$ cat src/rtl/mac_dot_pkg.sv
// rtl/mac_dot_pkg.sv - shared constants and FSM encoding for the MAC dot-product sequencer
package mac_dot_pkg;

  localparam int DW_DEF    = 12;
  localparam int ACCW_DEF  = 25;
  localparam int LENW_DEF  = 8;
  localparam int DRAIN_CYC = 2;

  typedef logic [2:0] state_t;

  localparam state_t IDLE  = 3'd0;
  localparam state_t CLR   = 3'd1;
  localparam state_t RUN   = 3'd2;
  localparam state_t DRAIN = 3'd3;
  localparam state_t DONE  = 3'd4;

endpackage

$ cat src/rtl/mac_dot_ctrl.sv
// rtl/mac_dot_ctrl.sv - sequences one LEN-pair dot product through an external MAC
// Optional sticky accumulator-wrap flag (ovf) when MAC_DOT_OVF_EN is defined.
module mac_dot_ctrl
  import mac_dot_pkg::*;
#(
  parameter int DW   = DW_DEF,
  parameter int ACCW = ACCW_DEF,
  parameter int LENW = LENW_DEF
) (
  input  logic            clk,
  input  logic            rst,
  input  logic            start,
  input  logic [LENW-1:0] len,
  output logic            busy,
  input  logic            in_valid,
  output logic            in_ready,
  input  logic [DW-1:0]   in_a,
  input  logic [DW-1:0]   in_b,
  output logic [DW-1:0]   mac_a,
  output logic [DW-1:0]   mac_b,
  output logic            mac_rst,
  input  logic [ACCW-1:0] mac_acc,
  output logic            res_valid,
  input  logic            res_ready,
  output logic [ACCW-1:0] res_data
`ifdef MAC_DOT_OVF_EN
  ,
  output logic            ovf
`endif
);

  localparam int DCW = (DRAIN_CYC > 1) ? $clog2(DRAIN_CYC) : 1;

  state_t          state, state_nx;
  logic [LENW-1:0] len_q;
  logic [LENW-1:0] cnt;
  logic [DCW-1:0]  drain_cnt;
  logic            xfer;
  logic            last_beat;

  assign busy      = (state != IDLE);
  assign in_ready  = (state == RUN) && (cnt != len_q);
  assign xfer      = in_valid & in_ready;
  assign last_beat = xfer && (cnt == len_q - 1'b1);
  assign mac_rst   = rst | (state == CLR);
  assign res_valid = (state == DONE);

  always_comb begin
    state_nx = state;
    case (state)
      IDLE:    if (start) state_nx = CLR;
      CLR:     state_nx = (len_q != '0) ? RUN : DRAIN;
      RUN:     if (last_beat) state_nx = DRAIN;
      DRAIN:   if (drain_cnt == DCW'(DRAIN_CYC - 1)) state_nx = DONE;
      DONE:    if (res_ready) state_nx = IDLE;
      default: state_nx = IDLE;
    endcase
  end

  always_ff @(posedge clk) begin
    if (rst) begin
      state     <= IDLE;
      len_q     <= '0;
      cnt       <= '0;
      drain_cnt <= '0;
      mac_a     <= '0;
      mac_b     <= '0;
      res_data  <= '0;
    end else begin
      state <= state_nx;
      if (state == IDLE && start) len_q <= len;
      if (state == CLR) cnt <= '0;
      else if (xfer)    cnt <= cnt + 1'b1;
      drain_cnt <= (state == DRAIN) ? drain_cnt + 1'b1 : '0;
      // Idle cycles feed zeros so the MAC keeps adding nothing.
      mac_a <= xfer ? in_a : '0;
      mac_b <= xfer ? in_b : '0;
      if (state == DRAIN && state_nx == DONE) res_data <= mac_acc;
    end
  end

`ifdef MAC_DOT_OVF_EN
  logic [ACCW-1:0] acc_prev;

  // acc_prev is zeroed in CLR so the stale pre-clear sum cannot look like a wrap.
  always_ff @(posedge clk) begin
    if (rst) begin
      ovf      <= 1'b0;
      acc_prev <= '0;
    end else if (state == CLR) begin
      ovf      <= 1'b0;
      acc_prev <= '0;
    end else begin
      acc_prev <= mac_acc;
      if ((state == RUN || state == DRAIN) && (mac_acc < acc_prev)) ovf <= 1'b1;
    end
  end
`endif

endmodule

$ cat config.mk
export PLATFORM = sky130hd
export DESIGN_NAME = mac_dot_ctrl
export DESIGN_NICKNAME = d
export VERILOG_FILES = /design/src/rtl/mac_dot_pkg.sv /design/src/rtl/mac_dot_ctrl.sv
export SDC_FILE = /design/constraint.sdc
export NUM_CORES = 1
export LEC_CHECK = 0
export ABC_CLOCK_PERIOD_IN_PS = 3200
export BUFFER_PORTS_ARGS = -buffer_cell sky130_fd_sc_hd__buf_2
export CAP_MARGIN = 20
export CORE_MARGIN = 4
export CORE_UTILIZATION = 40
export DETAILED_ROUTE_END_ITERATION = 8
export PLACE_DENSITY = 0.69
export SKIP_LAST_GASP = 1
export SLEW_MARGIN = 10
export SYNTH_ARGS = -nofsm -noshare
export SYNTH_HDL_FRONTEND = slang
export SYNTH_SLANG_ARGS = --single-unit
$ cat constraint.sdc
create_clock -name clk -period 3.2 [get_ports clk]
set_clock_uncertainty 0.05 [all_clocks]
set_input_delay 0.32 -clock clk [delete_from_list [all_inputs] [get_ports clk]]
set_output_delay 0.32 -clock clk [all_outputs]
set_load 0.05 [all_outputs]
# [Word-level counts from Yosys, hierarchy flattened]
# Index checks and enable logic that the tools add are counted.
[op_classes] reduce_logical=10 muxes=6 add_sub_neg=3 n_bitwise=4 n_eq_ne=7
[op_table] op="one-hot mux 3 bit (5 select lines)" n=1
[op_table] op="2-to-1 mux 3 bit" n=4
[op_table] op="adder 8 x 1 -> 8 bit (second input constant)" n=1
[op_table] op="== test 8 bit" n=1
[op_table] op="!= test 8 bit" n=1
[op_table] op="nonzero test 8 bit" n=1
[op_table] op="subtractor 8 x 1 -> 8 bit (second input constant)" n=1
[op_table] op="== test 3 x 2 -> 1 bit (second input constant)" n=2
[op_table] op="== test 3 bit (second input constant)" n=2
[op_table] op="OR reduction 2 bit" n=3
[op_table] op="logical AND 1 bit" n=4
[op_table] op="== test 3 x 1 -> 1 bit (second input constant)" n=1
[op_table] op="zero test 3 bit" n=1
[op_table] op="nonzero test 3 bit" n=1
[op_table] op="NOT 1 bit" n=2
[op_table] op="adder 1 bit (second input constant)" n=1
[op_table] op="AND 1 bit" n=1
[op_table] op="2-to-1 mux 1 bit" n=1
[op_table] op="bitwise OR 1 bit" n=1
[totals] regBits=69 input_bits=62 word_cells=37 out_inout_bits=53

# [Longest topological paths before layout]
[depth] word_depth=8 ltp_mapped=7

# [Worst setup path after synthesis]
# No wires, ideal clock.
[synth_timing] path_type="reg-to-output" from="register cnt[3]" to="output port in_ready" t_arrival_ns=1.757 t_required_ns=2.830 path_stages_with_launch=6 setup_slack_ns=1.073 cell_sequence="dfxtp_1 buf_2 xnor2_1 nand4_1 nor2_1 nor3_1"
[synth_between] elab_chain_len=2
[synth_rtl] item="start: declaration" line="mac_dot_ctrl.sv:36" text="logic [LENW-1:0] cnt;"
[synth_rtl] item="start signal: assignment" line="mac_dot_ctrl.sv:73" text="else if (xfer) cnt <= cnt + 1'b1;"
[synth_rtl] item="!= test 8 bit" line="mac_dot_ctrl.sv:42" text="assign in_ready = (state == RUN) && (cnt != len_q);"
[synth_rtl] item="logical AND 1 bit" line="mac_dot_ctrl.sv:42"
[synth_rtl] item="end: declaration" line="mac_dot_ctrl.sv:16" text="output logic in_ready,"
# Every way passes these cells.

# [Worst setup path in the final report]
[layout_timing] from="register state[2]" to="output port mac_rst"
[layout_between] elab_chain_len=2
[layout_rtl] item="start: declaration" line="mac_dot_ctrl.sv:34" text="state_t state, state_nx;"
[layout_rtl] item="start signal: assignment" line="mac_dot_ctrl.sv:70" text="state <= state_nx;"
[layout_rtl] item="== test 3 x 1 -> 1 bit" line="mac_dot_ctrl.sv:45" text="assign mac_rst = rst | (state == CLR);"
[layout_rtl] item="bitwise OR 1 bit" line="mac_dot_ctrl.sv:45"
[layout_rtl] item="end: declaration" line="mac_dot_ctrl.sv:21" text="output logic mac_rst,"
# Every way passes these cells.

==> results by group <==
Outcome
  – Status: finished, final reports clean

Layout
  – P&R area growth vs syn: 28.6%
  – ANT cells: 0
  – Final instance area: 0.00345 sq mm
  – Non-Filler Instances: 501
  – Commonest non-fill, non-tap cell in the layout: buf_2
  – Layout cells sized above 1: 0.321
  – Commonest cells after routing, fill and taps aside: buf_2, nand2_1, dfxtp_1, a21oi_1, and2_1
  – Fin nets: 484

Floorplanning
  – Std-Cell Rows: 29
  – DIE AREA: 0.00808 sq mm
  – Top Ports: 115
  – Initial Util: 0.418
  – Core area: 0.00642 sq mm
  – Die Span X: 89.9 um
  – Die Y: 89.9 um

Worst setup path
  – FF-to-FF End: state[0]
  – Worst path arrival time: 1.69 ns
  – Critical path class: reg2out
  – CP Data Required Time: 2.83 ns
  – Reg2reg path depth: 6
  – CP Cell Sequence: nor3b_1 > or2_2 > buf_2
  – CP peak stage delay: 0.41 ns
  – Worst path bufs/invs: 1
  – CP Launch Type: flop
  – Critical path peak fanout: 12
  – CP max-delay cell: dfxtp_1
  – R2R Setup Slk: 1.26 ns
  – FF-to-FF Start: len_q[1]
  – CP Capture Type: primary output
  – Cell family with most CP delay: simple AND/OR/NAND/NOR gates

Timing
  – Final setup viols: 0
  – Slew @ Worst Pin: 0.736 ns
  – RSZ-0062 raised after global routing: false
  – Fin Setup TNS: 0 ns
  – Pins Over Slew Limit: 0
  – Fmax: 0.486 GHz
  – Tmin final: 2.06 ns
  – Fraction of the cycle the final worst path needs: 0.643
  – Worst slew margin: 0.509
  – Final count of hold timing violations: 0

Synth
  – Cell Area, Synth: 0.00268 sq mm
  – Net Count, Synth: 375
  – Synth warn: 0
  – EDFF count, synth: 0
  – Mapped Cells: 310
  – Post-synthesis async set-or-reset flop share: 0
  – Syn_area_per_cell: 8.65 sq um
  – Seq/Total Area, Yosys: 0.515
  – Synth unique cells: 37
  – Post-synthesis register bit count: 69
  – Prevailing post-synth register cell: dfxtp_1

Place
  – DP Area: 0.00327 sq mm
  – GPL Wtd Cong: 0.843
  – Port Buffers: 114
  – Placed insts: 484
  – DP HPWL: 4950 um

Clocking
  – Post-CTS Setup Bufs: 0
  – Worst-skew pair later-pin latency: 0.33 ns
  – Cts repair resizes: 0
  – CTS Sinks: 69
  – Reg clk slew, reported paths: 0.08 ns
  – Inserted Clock Buffers: 9
  – H-tree depth: 3
  – Clk buf depth: 2
  – CTS tree: yes
  – Root Buffer: clkbuf_8
  – CTS Hold Bufs: 0

Detailed routing
  – Post-DRT Antenna Nets: 0
  – DRT iter0 DRCs: 88
  – Routed WL: 6630 um
  – Vias/cell: 4.88
  – Avg WL per Cell: 13.2 um
  – Vias: 2443
  – # DRC: 0
  – DRT Pass-1 Iters: 4

Worst hold path
  – Hold crit path type: in2reg
  – WHS Path Cells: 2
  – Hold path startpoint: in_a[3]
  – Worst hold endpoint: mac_a[3]

Pwr
  – Sw Share: 0.277
  – Power, Total: 1720 uW
  – Total internal power: 1250 uW
  – P_sw: 476 uW
  – Pleak: 0.00154 uW
  – Power Dens Cells: 499 mW/mm^2
  – Max VDD drop: 0.000284 V
  – Clock power share: 0.356
  – Comb power frac: 0.125
  – Seq pwr share: 0.519

Global routing
  – Global router's overall resource usage: 0.163
  – Initial antenna violation count: 0
  – Global route overflow: 0
  – Largest net degree at the start of global routing: 41
  – First-pass GRT wire length: 10700 um
  – Number of global-route vias before repair: 2357

Job
  – # Max-Cap Violations: 0
[flip-flops by register name (all words and copies together) (netlist names)]
name       flops
cnt            8
mac_b         12
len_q          8
res_data      25
state          3
drain_cnt      1
mac_a         12
[worst max-delay path by stage]
stage,slack (ns),depth (start not counted),startpoint,end
after floorplan,1.07,5,cnt[3],in_ready
after global placement,1.22,5,cnt[3],mac_a[1]
after detailed placement,1.18,5,cnt[3],mac_a[6]
after global routing,1.01,5,cnt[4],in_ready
after CTS,1.12,3,state[2],mac_rst
final,1.14,3,state[2],mac_rst
[synthesized netlist by cell type, types with 4 or more instances]
| cell | instances | share of area |
|---|---|---|
| nor2_1 | 8 | 0.011 |
| o31ai_1 | 5 | 0.014 |
| and2_1 | 26 | 0.061 |
| or4_1 | 6 | 0.017 |
| xor2_1 | 4 | 0.013 |
| nor4_1 | 4 | 0.0093 |
| a21oi_1 | 42 | 0.078 |
| dfxtp_1 | 69 | 0.51 |
| xnor2_1 | 11 | 0.036 |
| clkbuf_1 | 13 | 0.018 |
| inv_1 | 7 | 0.0098 |
| nand2_1 | 72 | 0.10 |
| nor3_1 | 4 | 0.0075 |
[worst register-to-register path, delay by kind of cell (launching register included)]
family	cells	cell delay [ns]
AND/OR/NAND/NOR	1	0.47
AO/OA/AOI/OAI	3	0.61
buffers and inverters	1	0.09
flip-flops	1	0.42
adder cells (fa/ha/maj)	1	0.21
[kinds of logic (layout without fill, tap and decap cells)]
kind of cell	Yosys count	in the layout	share of synthesized area
AND/OR/NAND/NOR	141	141	0.259
flip-flops	69	69	0.515
AO/OA/AOI/OAI	55	55	0.116
buffers and inverters	26	140	0.0434
XOR/XNOR	15	15	0.0490
adder cells (fa/ha/maj)	3	3	0.0140
multiplexers	1	1	0.00373
[per-layer routing]
metal  wire length [um]  share of wire  vias up  track usage
met1               2830           0.43     1089        0.190
met5                  0              0        -            0
met4                155          0.023        0       0.0663
met2               2900           0.44       93        0.251
met3                743           0.11       16       0.0885
li1                   -              -     1245            -
[power by group through the flow]
stage	combinational, uW	clock [uW]	sequential [uW]
3_5_place_dp	215	0	914
3_3_place_gp	213	0	912
5_1_grt	239	684	896
6_report	216	613	894
4_1_cts	216	633	893
2_1_floorplan	139	0	926
[layout make-up]
type	count	area, sq um
Sequential cell	69	1380
Multi-Input combinational cell	215	1180
Timing Repair Buffer	117	593
Inverter	7	26.3
Clock buffer	11	131
Tap cell	77	96.3
Fill cell	639	2970
Clock inverter	5	36.3
[through the flow]
| step | worst slack, ns | hold slack, ns | utilization |
|---|---|---|---|
| detailed placement | 1.18 | 0.394 | 0.510 |
| global route | 1.01 | 0.106 | 0.537 |
| finish | 1.14 | 0.131 | 0.537 |
| floorplan | 1.07 | 0.371 | - |
| CTS | 1.12 | 0.112 | 0.536 |
| global placement | 1.22 | 0.390 | 0.510 |
No activity file was read; power rests on OpenSTA's default activity.
